--- src/rtl/ipbase_pkg.sv ---
// Shared constants and helpers for the ipbase_* FIFO-side blocks.
package ipbase_pkg;

    localparam int RD_LATENCY_MAX = 4;

    function automatic int clog2(input int value);
        for (int w = 0; w < 32; w++) begin
            if ((1 << w) >= value) return w;
        end
        return 32;
    endfunction

endpackage

--- src/rtl/ipbase_catch_buf.sv ---
// Circular register buffer that catches FIFO read data; depth need not be a power of 2.
module ipbase_catch_buf
    import ipbase_pkg::*;
#(
    parameter int DATA_WIDTH = 16,
    parameter int BUF_DEPTH  = 3,
    parameter int CNT_WIDTH  = clog2(BUF_DEPTH + 1)
) (
    input  logic                  wr_clk,
    input  logic                  rst,
    input  logic                  i_push,
    input  logic [DATA_WIDTH-1:0] i_data,
    input  logic                  i_pop,
    output logic [DATA_WIDTH-1:0] o_data,
    output logic [CNT_WIDTH-1:0]  o_count,
    output logic                  o_full,
    output logic                  o_empty
);

    localparam int                   PTR_WIDTH = (BUF_DEPTH > 1) ? clog2(BUF_DEPTH) : 1;
    localparam logic [CNT_WIDTH-1:0] DEPTH_C   = CNT_WIDTH'(BUF_DEPTH);
    localparam logic [PTR_WIDTH-1:0] LAST_PTR  = PTR_WIDTH'(BUF_DEPTH - 1);

    logic [DATA_WIDTH-1:0] r_mem [BUF_DEPTH];
    logic [PTR_WIDTH-1:0]  r_wptr;
    logic [PTR_WIDTH-1:0]  r_rptr;
    logic [CNT_WIDTH-1:0]  r_count;
    logic                  w_push_ok;
    logic                  w_pop_ok;

    function automatic logic [PTR_WIDTH-1:0] ptr_inc(input logic [PTR_WIDTH-1:0] p);
        return (p == LAST_PTR) ? '0 : p + 1'b1;
    endfunction

    assign o_full    = (r_count == DEPTH_C);
    assign o_empty   = (r_count == '0);
    // A push into a full buffer is only taken when a pop frees a slot in the same cycle.
    assign w_pop_ok  = i_pop && !o_empty;
    assign w_push_ok = i_push && (!o_full || w_pop_ok);

    // NOTE: non-blocking assignments for all clocked state so every register samples pre-edge values.
    always_ff @(posedge wr_clk) begin
        if (rst) begin
            r_wptr  <= '0;
            r_rptr  <= '0;
            r_count <= '0;
        end else begin
            if (w_push_ok) r_wptr <= ptr_inc(r_wptr);
            if (w_pop_ok)  r_rptr <= ptr_inc(r_rptr);
            if (w_push_ok && !w_pop_ok)      r_count <= r_count + 1'b1;
            else if (!w_push_ok && w_pop_ok) r_count <= r_count - 1'b1;
        end
    end

    // NOTE: storage is not reset; the count gates visibility, so stale contents never leak out.
    always_ff @(posedge wr_clk) begin
        if (w_push_ok) r_mem[r_wptr] <= i_data;
    end

    assign o_data  = o_empty ? '0 : r_mem[r_rptr];
    assign o_count = r_count;

endmodule

--- src/rtl/ipbase_fifo_rd_stream.sv ---
// FIFO read engine: credit-limited pops, latency tracking, and a catch buffer presented as valid/ready.
module ipbase_fifo_rd_stream
    import ipbase_pkg::*;
#(
    parameter int DATA_WIDTH = 16,
    parameter int RD_LATENCY = 1,
    parameter int BUF_DEPTH  = RD_LATENCY + 2,
    parameter int CNT_WIDTH  = $clog2(BUF_DEPTH + 1)
) (
    input  logic                  wr_clk,
    input  logic                  rst,
    input  logic                  fifo_empty,
    input  logic                  fifo_rd_busy,
    output logic                  fifo_rd_en,
    input  logic [DATA_WIDTH-1:0] fifo_dout,
    output logic                  m_valid,
    output logic [DATA_WIDTH-1:0] m_data,
    input  logic                  m_ready,
    output logic [CNT_WIDTH-1:0]  buf_count,
    output logic                  err_ovf
);

    localparam logic [CNT_WIDTH-1:0] DEPTH_C = CNT_WIDTH'(BUF_DEPTH);

    if (RD_LATENCY < 1 || RD_LATENCY > RD_LATENCY_MAX || BUF_DEPTH < RD_LATENCY + 2) begin : g_bad_params
        $error("ipbase_fifo_rd_stream: illegal RD_LATENCY/BUF_DEPTH combination");
    end

    logic [CNT_WIDTH-1:0]  r_pending;
    logic [RD_LATENCY-1:0] r_vld_pipe;
    logic                  r_err_ovf;
    logic                  w_issue;
    logic                  w_handshake;
    logic                  w_capture;
    logic                  w_buf_full;
    logic                  w_buf_empty;

    // Credits cover in-flight reads plus buffered words, so every issued read has a slot waiting.
    assign w_issue     = !rst && !fifo_empty && !fifo_rd_busy && (r_pending < DEPTH_C);
    assign fifo_rd_en  = w_issue;
    assign w_handshake = m_valid && m_ready;
    assign w_capture   = r_vld_pipe[RD_LATENCY-1];
    assign m_valid     = !w_buf_empty;
    assign err_ovf     = r_err_ovf;

    // NOTE: reset is synchronous and active-high to match the FIFO read-side domain.
    always_ff @(posedge wr_clk) begin
        if (rst) begin
            r_pending  <= '0;
            r_vld_pipe <= '0;
            r_err_ovf  <= 1'b0;
        end else begin
            r_vld_pipe <= RD_LATENCY'({r_vld_pipe, w_issue});
            unique case ({w_issue, w_handshake})
                2'b10:   r_pending <= r_pending + 1'b1;
                2'b01:   r_pending <= r_pending - 1'b1;
                default: r_pending <= r_pending;
            endcase
            if (w_capture && w_buf_full && !w_handshake) r_err_ovf <= 1'b1;
        end
    end

    ipbase_catch_buf #(
        .DATA_WIDTH (DATA_WIDTH),
        .BUF_DEPTH  (BUF_DEPTH),
        .CNT_WIDTH  (CNT_WIDTH)
    ) u_catch_buf (
        .wr_clk  (wr_clk),
        .rst     (rst),
        .i_push  (w_capture),
        .i_data  (fifo_dout),
        .i_pop   (w_handshake),
        .o_data  (m_data),
        .o_count (buf_count),
        .o_full  (w_buf_full),
        .o_empty (w_buf_empty)
    );

    a_no_wrap : assert property (@(posedge wr_clk) disable iff (rst)
        (r_pending <= DEPTH_C) && (buf_count <= DEPTH_C));

endmodule

--- config.mk ---
export PLATFORM = sky130hd
export DESIGN_NAME = ipbase_fifo_rd_stream
export DESIGN_NICKNAME = d
export VERILOG_FILES = /design/src/rtl/ipbase_pkg.sv /design/src/rtl/ipbase_catch_buf.sv /design/src/rtl/ipbase_fifo_rd_stream.sv
export SDC_FILE = /design/constraint.sdc
export NUM_CORES = 1
export LEC_CHECK = 0
export ABC_AREA = 1
export BUFFER_PORTS_ARGS = -buffer_cell sky130_fd_sc_hd__buf_2
export CAP_MARGIN = 10
export CELL_PAD_IN_SITES_DETAIL_PLACEMENT = 2
export CELL_PAD_IN_SITES_GLOBAL_PLACEMENT = 2
export CORE_ASPECT_RATIO = 0.9
export CORE_MARGIN = 4
export CORE_UTILIZATION = 38
export CTS_CLUSTER_SIZE = 24
export DETAILED_ROUTE_END_ITERATION = 6
export PLACE_DENSITY_LB_ADDON = 0.08
export SKIP_LAST_GASP = 1
export SYNTH_ARGS = -nofsm -noshare
export SYNTH_HDL_FRONTEND = slang
export SYNTH_SLANG_ARGS = --single-unit
--- constraint.sdc ---
create_clock -name wr_clk -period 3.9 [get_ports wr_clk]
set_input_delay 0.195 -clock wr_clk [delete_from_list [all_inputs] [get_ports wr_clk]]
set_output_delay 0.195 -clock wr_clk [all_outputs]
set_load 0.1 [all_outputs]
# After elaboration in Yosys (flattened, before gate mapping)
# Memory sizes are Yosys's and may differ from the RTL's. A register that Yosys moved wholly into a read port is not among the register bits.
# Cells that the tools add are included.
# W data, S select, Z words.
[totals] reg_bits=10 latchBits=0 ram_bits=48 mem_bits_ro=0 output_inout_bits=21 elab_cells=51 n_memories=1
[mem_list] memory="u_catch_buf.r_mem" depth=3 width=16 rd=1 rd_ports_with_merged_regs=1 wr=1 line="ipbase_catch_buf.sv:24" source="logic [DATA_WIDTH-1:0] r_mem [BUF_DEPTH];"
[op_classes] add_sub_neg=6 multipliers=0 div=0 n_lt_le_gt_ge=1 n_eq_ne=5 n_shift=0 muxes=10 bitwise=0 reduce_logical=22
[op_table] operator="$mux W16" n=1
[op_table] operator="$mux W2" n=6
[op_table] operator="$logic_and A1 B1 Y1" n=10
[op_table] operator="$add A2 B1 Y2 const B" n=4
[op_table] operator="$eq A2 B2 Y1 const B" n=4
[op_table] operator="$logic_not A1 Y1" n=8
[op_table] operator="$pmux W2 S2" n=1
[op_table] operator="$reduce_bool A2 Y1" n=2
[op_table] operator="$sub A2 B1 Y2 const B" n=2
[op_table] operator="$eq A2 B1 Y1 const B" n=1
[op_table] operator="$logic_not A2 Y1" n=1
[op_table] operator="$lt A2 B2 Y1 const B" n=1
[op_table] operator="$mux W1" n=2
[op_table] operator="$logic_or A1 B1 Y1" n=1

# Longest topological paths before layout
# Gate-level depths: netlist of the first run.
[depth] word_depth=10 depth_mapped=11 mapped_depth_nobuf=11

# By module
# A second synthesis of the first run with hierarchy kept.
[unflattened] cells_unflattened=254 hier_area_um2=2603.7
[modules_own_cells] mod="ipbase_catch_buf" n_inst=1 cells_per_inst=223 area_each_um2=2404.8 seq_area_each_um2=1601.5
[modules_own_cells] mod="ipbase_fifo_rd_stream" n_inst=1 cells_per_inst=31 area_each_um2=198.9 seq_area_each_um2=80.1

# Worst setup path after synthesis of the first run
# Ideal clock, no wire load.
[synth_path] path_kind="reg2out" start="register u_catch_buf.r_count[1] (netlist: u_catch_buf.o_count[1])" end="output port m_data[0]" arrival_ps=2142 slack_ps=1563 path_stages_with_launch=6 path_cell_list="dfxtp_1 nor2_4 buf_6 a21oi_1 o21ai_1 inv_1"
[synth_between] elab_chain_len=2
[synth_rtl] element="start: declaration" line="ipbase_catch_buf.sv:27" source="logic [CNT_WIDTH-1:0] r_count;"
[synth_rtl] element="start signal: assignment" line="ipbase_catch_buf.sv:50" source="if (w_push_ok && !w_pop_ok) r_count <= r_count + 1'b1;"
[synth_rtl] element="start signal: assignment" line="ipbase_catch_buf.sv:51" source="else if (!w_push_ok && w_pop_ok) r_count <= r_count - 1'b1;"
[synth_rtl] element="$logic_not A2 Y1" line="ipbase_catch_buf.sv:36" source="assign o_empty = (r_count == '0);"
[synth_rtl] element="$mux W16" line="ipbase_catch_buf.sv:60" source="assign o_data = o_empty ? '0 : r_mem[r_rptr];"
[synth_rtl] element="end: declaration" line="ipbase_fifo_rd_stream.sv:17" source="output logic [DATA_WIDTH-1:0] m_data,"
# No other way between the ends.

==> results of run 1 <==
## per-stage QoR
stage,util [%],power [W]
global route,46.9,0.00187
CTS,46.9,0.00180
floorplan,-,0.00124
finish,46.9,0.00178
global placement,44.4,0.00132
detailed placement,44.4,0.00134
## area by class of cell
class | count | area [um^2]
fillers | 698 | 3340
flip-flops and latches | 60 | 1680
multi-input cells | 110 | 544
inverters | 66 | 248
repair buffers | 41 | 205
clock buffers | 11 | 131
well taps | 87 | 109
clock inverters | 5 | 28.8
## cell families (layout without fill, tap and decap cells)
group / Yosys count / after routing
AOI/OAI and AO/OA: 59 / 59
DFF: 60 / 60
and+or+nand+nor: 49 / 49
adders and majority gates: 2 / 2
buffers and inverters: 73 / 123
## worst max-delay path, delay by kind of cell (launching register included)
| kind | cells | cell delay (ns) |
|---|---|---|
| compound gates | 2 | 0.29 |
| buf+inv | 2 | 0.51 |
| flops | 1 | 0.99 |
| simple gates | 1 | 0.12 |
## how the worst max path moves through the flow
stage / end / cells past startpoint / slack [ns]
2_1_floorplan: m_data[0] / 5 / 1.56
3_3_place_gp: m_data[12] / 5 / 1.91
3_5_place_dp: m_data[6] / 5 / 1.74
4_1_cts: m_data[6] / 5 / 1.39
5_1_grt: m_data[6] / 5 / 1.24
6_report: m_data[6] / 5 / 1.47
## state kept, by name (all words and copies together) (netlist names), named ones only
| name | flops |
|---|---|
| r_pending | 2 |
| u_catch_buf.r_wptr | 2 |
| err_ovf | 1 |
| r_vld_pipe | 1 |
| u_catch_buf.r_rptr | 2 |
| u_catch_buf.r_mem | 48 |
| u_catch_buf.o_count | 2 |
## synthesized netlist by cell type, drive strengths merged
cell type and count:
nand4 2, nor2 13, buf 6, nand2 27
inv 66, a21oi 23, ha 2, o21ai 36
clkbuf 1, nand3 5, nor3 1, edfxtp 48
dfxtp 12, or2 1
## power groups by stage
stage                     combinational (W)  sequential [W]  clock [W]
after global routing               0.000600        0.000767   0.000500
after CTS                          0.000570        0.000761   0.000471
after global placement             0.000551        0.000772          0
final                              0.000561        0.000759   0.000458
after floorplan                    0.000469        0.000772          0
after detailed placement           0.000568        0.000775          0
## per-layer routing
metal	GRT usage (%)	up-vias
met1	17.6	881
li1	-	873
met2	28.0	36
met5	0	-
met3	4.96	6
met4	4.86	0
==> results.yml, run 1 <==
outcome:
  status: "complete, no violations"
layout:
  final_cell_mix: "inv_1 (66), edfxtp_1 (48), buf_2 (41)"
  stdcell_area_mm2: 0.00295
  drive_gt1_share_pct: 20.8
  finalNetCount: 311
  areaGrowthSynthToFinish_pct: 16.8
  final_common_cell: "inv_1"
  fin_cells: 380
  diodes: 0
clock_network:
  clock_sinks: 60
  cts_resized: 0
  clk_pin_slew_ns: 0.07
  postCtsHoldBufs: 0
  clk_latency_ns: 0.33
  clockBufferDepth: 2
  cts_tree: "built"
  cts_buffers: 9
  htreeDepth: 3
  root_buffer: "clkbuf_8"
  post_cts_buffers: 0
die:
  die_w_um: 93.9
  rows: 27
  coreArea_mm2: 0.00628
  io_pins: 42
  dieHeight_um: 85.3
  initial_core_util_pct: 40.2
  die_area_mm2: 0.00801
min_path:
  hold_path_class: "primary input to flip-flop"
  min_path_cells: 1
  hold_path_startpoint: "fifo_dout[6]"
  hold_end: "u_catch_buf.r_mem[0][6]$_DFFE_PP_"
synthesis:
  yosys.area_share.simple_pct: 8.48
  syn_area_mm2: 0.00252
  synth_compound_area_share_pct: 12.0
  seq_area_frac_synth_pct: 66.6
  syn_area_per_cell_um2: 10.4
  synth_top_family_by_area: "compound AO/OA/AOI/OAI gates"
  ys_ff_latch: 60
  synth_top_cell_by_area: "edfxtp_1"
  synthXorXnorAreaFrac_pct: 0
  synth_nets: 266
  synth.area.top_cells: "edfxtp_1 (57%), inv_1 (9.8%), dfxtp_1 (9.5%)"
  synth_top_area_share_pct: 57.1
  synth-adder-area-share_pct: 0.992
  ys_types: 19
  synth_mux_area_share_pct: 0
  syn_inst: 243
  yosysWarnings: 0
global_route:
  grt_start_max_net_pins: 33
  grt_pass1_wl_um: 9550
  grt_use_total_pct: 15.6
  grt-ovfl-total: 0
  grt_pass1_vias: 2029
  antenna_found_initial: 0
route:
  wl_met1_um: 2430
  avgViaCountPerCell: 4.73
  vias: 1796
  highest_layer: "met4"
  routedWlPerCell_um: 15.4
  wirelength_um: 5840
  antenna_left: 0
  remaining_drc_errors: 0
  drtIter0Drc: 104
  first_pass_iters: 4
  dr_wl_met2_um: 3090
  met3RoutedLength_um: 264
sta:
  finalCritPeriodShare_pct: 62.4
  fin_ws_ns: 1.47
  post-route-min-period_ns: 2.43
  slew_headroom_pct: 28.4
  setup_tns_ns: 0
  clock_skew_ns: 0.00578
  worst_slew_pin_slew_ns: 1.07
  fmax_mhz: 411
  setup_viol: 0
  whs_ns: 0.0698
  hold_viol_final: 0
  rsz0062_at_grt: "false"
  maxSlewViolCount: 0
placed_design:
  dpl.hpwl_um: 4130
  placedCellCount: 364
  gp_congestion: 0.677
  placed_area_mm2: 0.00279
  portBuffers: 41
  preCtsSetupSlack_ns: 1.74
worst_setup_path:
  cp_max_fo: 32
  critical_path_class: "flip-flop to output pin"
  cp_slowest_cell: "dfxtp_1"
  r2r_cells: 3
  crit_top_cell: "o21ai_0"
  cp.required_ns: 3.70
  r2r-start: "u_catch_buf.o_count[0]$_SDFFE_PP0P_"
  r2r_slack_ns: 2.07
  end_kind: "output pin"
  cp_data_arrival_time_ns: 2.24
  worstReg2RegEnd: "u_catch_buf.r_mem[2][6]$_DFFE_PP_"
  max_stage_delay_ns: 0.99
  path_cells: "nand2_1 > o21ai_0 > o21ai_0 > inv_1 > buf_2"
  crit_path_start_kind: "flip-flop"
pwr:
  ir_drop_mv: 0.288
  p_per_area_mw_per_mm2: 603
  leakage_nw: 1.37
  p_comb_share_pct: 31.6
  clock_power_share_pct: 25.7
  p_int_w: 0.00104
  power.switching_w: 0.000742
  seq_power_share_pct: 42.7
  switching_share_pct: 41.7
flow_run:
  drv_cap: 0
Note: power is estimated with default switching activity, not from simulation.
==> run 2: changes to the inputs <==
CORE_UTILIZATION = 35   (was 38)
clock period = 2.45 ns   (was 3.9 ns; I/O delays follow)
==> results.yml, run 2 (synthesized netlist as in run 1, its figures left out) <==
sta:
  setup_viol: 0
  fmax_mhz: 518
  hold_viol_final: 0
  rsz0062_at_grt: "false"
  maxSlewViolCount: 0
  clock_skew_ns: 0.00670
  finalCritPeriodShare_pct: 78.7
  setup_tns_ns: 0
  slew_headroom_pct: 63.4
  post-route-min-period_ns: 1.93
  worst_slew_pin_slew_ns: 0.548
die:
  die_w_um: 97.5
  rows: 29
  initial_core_util_pct: 35.9
  die_area_mm2: 0.00863
  coreArea_mm2: 0.00704
  io_pins: 42
  dieHeight_um: 88.6
worst_setup_path:
  crit_top_cell: "o21ai_0"
  cp_max_fo: 32
  end_kind: "output pin"
  crit_path_start_kind: "flip-flop"
  cp_num_buf_inv: 3
  crit_family: "buffers and inverters"
  cp.required_ns: 2.33
  critical_path_class: "flip-flop to output pin"
  cp_data_arrival_time_ns: 1.81
  path_cells: "buf_4 > nand2_1 > o21ai_0 > o21ai_0 > inv_1 > buf_2"
  cp_slowest_cell: "buf_2"
  max_stage_delay_ns: 0.42
global_route:
  grt_pass1_wl_um: 9620
  antenna_found_initial: 0
  grt_pass1_vias: 2008
  grt_start_max_net_pins: 33
  grt-ovfl-total: 0
  grt_use_total_pct: 14.6
route:
  first_pass_iters: 4
  routedWlPerCell_um: 14.6
  wirelength_um: 5920
  avgViaCountPerCell: 4.54
  vias: 1838
  antenna_left: 0
  remaining_drc_errors: 0
  drtIter0Drc: 51
layout:
  drive_gt1_share_pct: 21.2
  final_cell_mix: "inv_1 (66), edfxtp_1 (48), buf_2 (41)"
  top_register: "u_catch_buf.r_mem"
  stdcell_area_mm2: 0.00320
  post-route-util_pct: 45.5
  diodes: 0
  areaGrowthSynthToFinish_pct: 27.0
  largest_reg_flops: 48
  finalNetCount: 330
  final_common_cell: "inv_1"
placed_design:
  gp_congestion: 0.652
  placed_area_mm2: 0.00283
  portBuffers: 41
  dpl.hpwl_um: 3940
clock_network:
  root_buffer: "clkbuf_8"
  clk_pin_slew_ns: 0.07
  clock_sinks: 60
  clockBufferDepth: 2
  clk_latency_ns: 0.33
  cts_buffers: 9
  cts_tree: "built"
  post_cts_buffers: 0
  htreeDepth: 3
min_path:
  hold_path_class: "primary input to flip-flop"
pwr:
  p_per_area_mw_per_mm2: 994
  ir_drop_mv: 0.420
  leakage_nw: 1.49
flow_run:
  drv_cap: 0
outcome:
  status: "complete, no violations"
[run 2: worst paths after layout]
check	cells after the start	slack [ns]	from	to
worst min register to register	2	0.46	err_ovf$_SDFFE_PP0P_	err_ovf$_SDFFE_PP0P_
worst max-delay path	6	0.52	flip-flop	m_data[5]
worst max register to register	7	0.68	u_catch_buf.o_count[1]$_SDFFE_PP0P_	r_pending[1]$_SDFFE_PP0P_
worst min-delay path	2	0.01	rst	err_ovf$_SDFFE_PP0P_
[run 2: what timing repair did]
action                                 in CTS  in global routing
hold buffers                               14                  0
endpoints found under the hold margin      41                  0
gates resized for setup                     0                  0
[run 2: through the flow]
step	setup WS [ns]	total power (W)	cells	hold slack, ns
global placement	0.731	0.00212	375	0.324
floorplan	0.186	0.00198	243	0.192
CTS	0.472	0.00323	405	0.000901
finish	0.521	0.00318	405	0.0150
global route	0.395	0.00333	405	0.00280
detailed placement	0.661	0.00214	375	0.328
[run 2: layout make-up]
cell class | instances | area [um^2]
clock inverters | 5 | 100
fillers | 763 | 3830
inverters | 66 | 248
well taps | 93 | 116
repair buffers | 60 | 383
flip-flops and latches | 60 | 1680
clock buffers | 11 | 131
multi-input cells | 110 | 544
[run 2: metal layers]
layer	global-route usage, %	routed length (um)
met4	6.92	102
met1	16.7	2610
met2	26.6	3010
met5	0	0
met3	2.99	198
[run 2: power by group]
| part | total (W) | internal, W | switching [W] |
|---|---|---|---|
| Combinational | 0.000961 | 0.000174 | 0.000788 |
| Sequential | 0.00116 | 0.00114 | 0.0000287 |
| Clock | 0.00106 | 0.000673 | 0.000385 |
| Total | 0.00318 | 0.00198 | 0.00120 |
==> run 3: changes to the inputs <==
clock period = 2 ns   (was 2.45 ns; I/O delays follow)
==> results.yml, run 3 (synthesized netlist as in run 1, its figures left out) <==
outcome:
  status: "complete, no violations"
worst_setup_path:
  cp_num_buf_inv: 3
  crit_family: "buffers and inverters"
  cp_data_arrival_time_ns: 1.73
  end_kind: "output pin"
  cp_max_fo: 10
  critical_path_class: "flip-flop to output pin"
  cp_slowest_cell: "dfxtp_2"
  cp.required_ns: 1.90
  crit_path_start_kind: "flip-flop"
  max_stage_delay_ns: 0.36
  path_cells: "nor2_4 > buf_4 > a21oi_1 > o21ai_0 > inv_1 > buf_12"
clock_network:
  post_cts_buffers: 0
  cts_buffers: 9
  cts_tree: "built"
  clk_pin_slew_ns: 0.06
  htreeDepth: 3
  clk_latency_ns: 0.35
  clock_sinks: 60
  clockBufferDepth: 2
  root_buffer: "clkbuf_8"
  cts_resized: 0
global_route:
  grt_start_max_net_pins: 17
  grt_pass1_vias: 2159
  grt_use_total_pct: 17.4
  grt_pass1_wl_um: 11200
  antenna_found_initial: 0
  grt-ovfl-total: 0
layout:
  areaGrowthSynthToFinish_pct: 38.0
  largest_reg_flops: 48
  diodes: 0
  stdcell_area_mm2: 0.00348
  final_cell_mix: "inv_1 (66), edfxtp_1 (48), nand2_1 (27), o21ai_0 (27), buf_2 (25)"
  top_register: "u_catch_buf.r_mem"
  fillers: 743
  final_common_cell: "inv_1"
  drive_gt1_share_pct: 22.3
  finalNetCount: 337
pwr:
  p_per_area_mw_per_mm2: 1140
  switching_share_pct: 39.1
  clock_power_share_pct: 26.4
  seq_power_share_pct: 36.0
  ir_drop_mv: 0.659
  p_int_w: 0.00242
  p_comb_share_pct: 37.5
  power.switching_w: 0.00155
  leakage_nw: 1.56
route:
  antenna_left: 0
  first_pass_iters: 4
  wirelength_um: 6930
  routedWlPerCell_um: 16.8
  avgViaCountPerCell: 4.68
  remaining_drc_errors: 0
  vias: 1929
  drtIter0Drc: 48
die:
  dieHeight_um: 88.6
  initial_core_util_pct: 35.9
  coreArea_mm2: 0.00704
  die_w_um: 97.5
  rows: 29
  die_area_mm2: 0.00863
  io_pins: 42
placed_design:
  dpl.hpwl_um: 4690
  gp_congestion: 0.756
  placed_area_mm2: 0.00313
  portBuffers: 41
sta:
  clock_skew_ns: 0.00875
  rsz0062_at_grt: "false"
  finalCritPeriodShare_pct: 91.4
  setup_viol: 0
  worst_slew_pin_slew_ns: 0.488
  post-route-min-period_ns: 1.83
  fmax_mhz: 547
  slew_headroom_pct: 67.7
  maxSlewViolCount: 0
  setup_tns_ns: 0
  hold_viol_final: 0
flow_run:
  drv_cap: 0
min_path:
  hold_path_class: "primary input to flip-flop"
run 3: cell count changes in the layout (fill, tap and decap cells not counted), sizes merged:
cell | before | now
dlygate4sd3 | 14 | 17
clkinvlp | 0 | 1
bufinv | 3 | 1
clkinv | 2 | 4
clkbuf | 11 | 10
buf | 46 | 50
run 3: path summary, 6_finish.rpt:
path	start	cells after the start	end	slack, ns
worst min-delay path	fifo_rd_busy	4	r_vld_pipe$_SDFF_PP0_	0.05
worst min register to register	err_ovf$_SDFFE_PP0P_	2	err_ovf$_SDFFE_PP0P_	0.45
worst max register to register	u_catch_buf.o_count[1]$_SDFFE_PP0P_	9	u_catch_buf.o_count[1]$_SDFFE_PP0P_	0.45
worst max-delay path	u_catch_buf.o_count[1]$_SDFFE_PP0P_	6	m_data[5]	0.17
run 3: per-layer routing:
| metal | part of all wire (%) | wire length (um) | global-route usage (%) | vias to the layer above |
|---|---|---|---|---|
| li1 | - | - | - | 925 |
| met1 | 39 | 2720 | 18.6 | 954 |
| met2 | 55 | 3820 | 32.4 | 37 |
| met3 | 3.4 | 235 | 4.81 | 13 |
| met4 | 2.2 | 150 | 8.05 | 0 |
| met5 | 0 | 0 | 0 | - |
run 3: final cells by class:
class	count	area (um^2)	area share, %
sequential	60	1680	48.3
timing repair buffer	67	708	20.3
multi-input combinational	110	544	15.6
inverter	66	248	7.11
clock buffer	10	128	3.66
tap	93	116	3.34
clock inverter	6	55.1	1.58
run 3: worst register-to-register path, cell delays in order, from the launching register on:
cell	delay (ns)
dfxtp_2	0.36
nor2_4	0.32
nor2_4	0.07
inv_1	0.11
ha_1	0.26
inv_1	0.10
nand3_1	0.09
nand2_1	0.07
inv_1	0.04
nor2_1	0.09
run 3: repair_timing:
action / in CTS / in global routing
hold buffers: 17 / 0
setup endpoints to repair: 0 / 0
hold endpoints to repair: 51 / 0
run 3: power by group through the flow:
stage               combinational (W)  clock (W)  sequential (W)
global placement              0.00144          0         0.00145
detailed placement            0.00148          0         0.00146
global route                  0.00157    0.00115         0.00144
finish                        0.00149    0.00105         0.00143
floorplan                    0.000913          0         0.00151
CTS                           0.00151    0.00109         0.00143
run 3: metrics by stage:
stage / util (%) / instances / total power (W) / worst slack, ns / hold slack (ns)
floorplan: - / 243 / 0.00242 / 0.0886 / 0.169
global placement: 44.5 / 379 / 0.00289 / 0.480 / 0.302
detailed placement: 44.5 / 379 / 0.00293 / 0.452 / 0.305
CTS: 49.5 / 412 / 0.00403 / 0.153 / 0.0392
global route: 49.5 / 412 / 0.00416 / 0.0862 / 0.0706
finish: 49.5 / 412 / 0.00397 / 0.172 / 0.0494
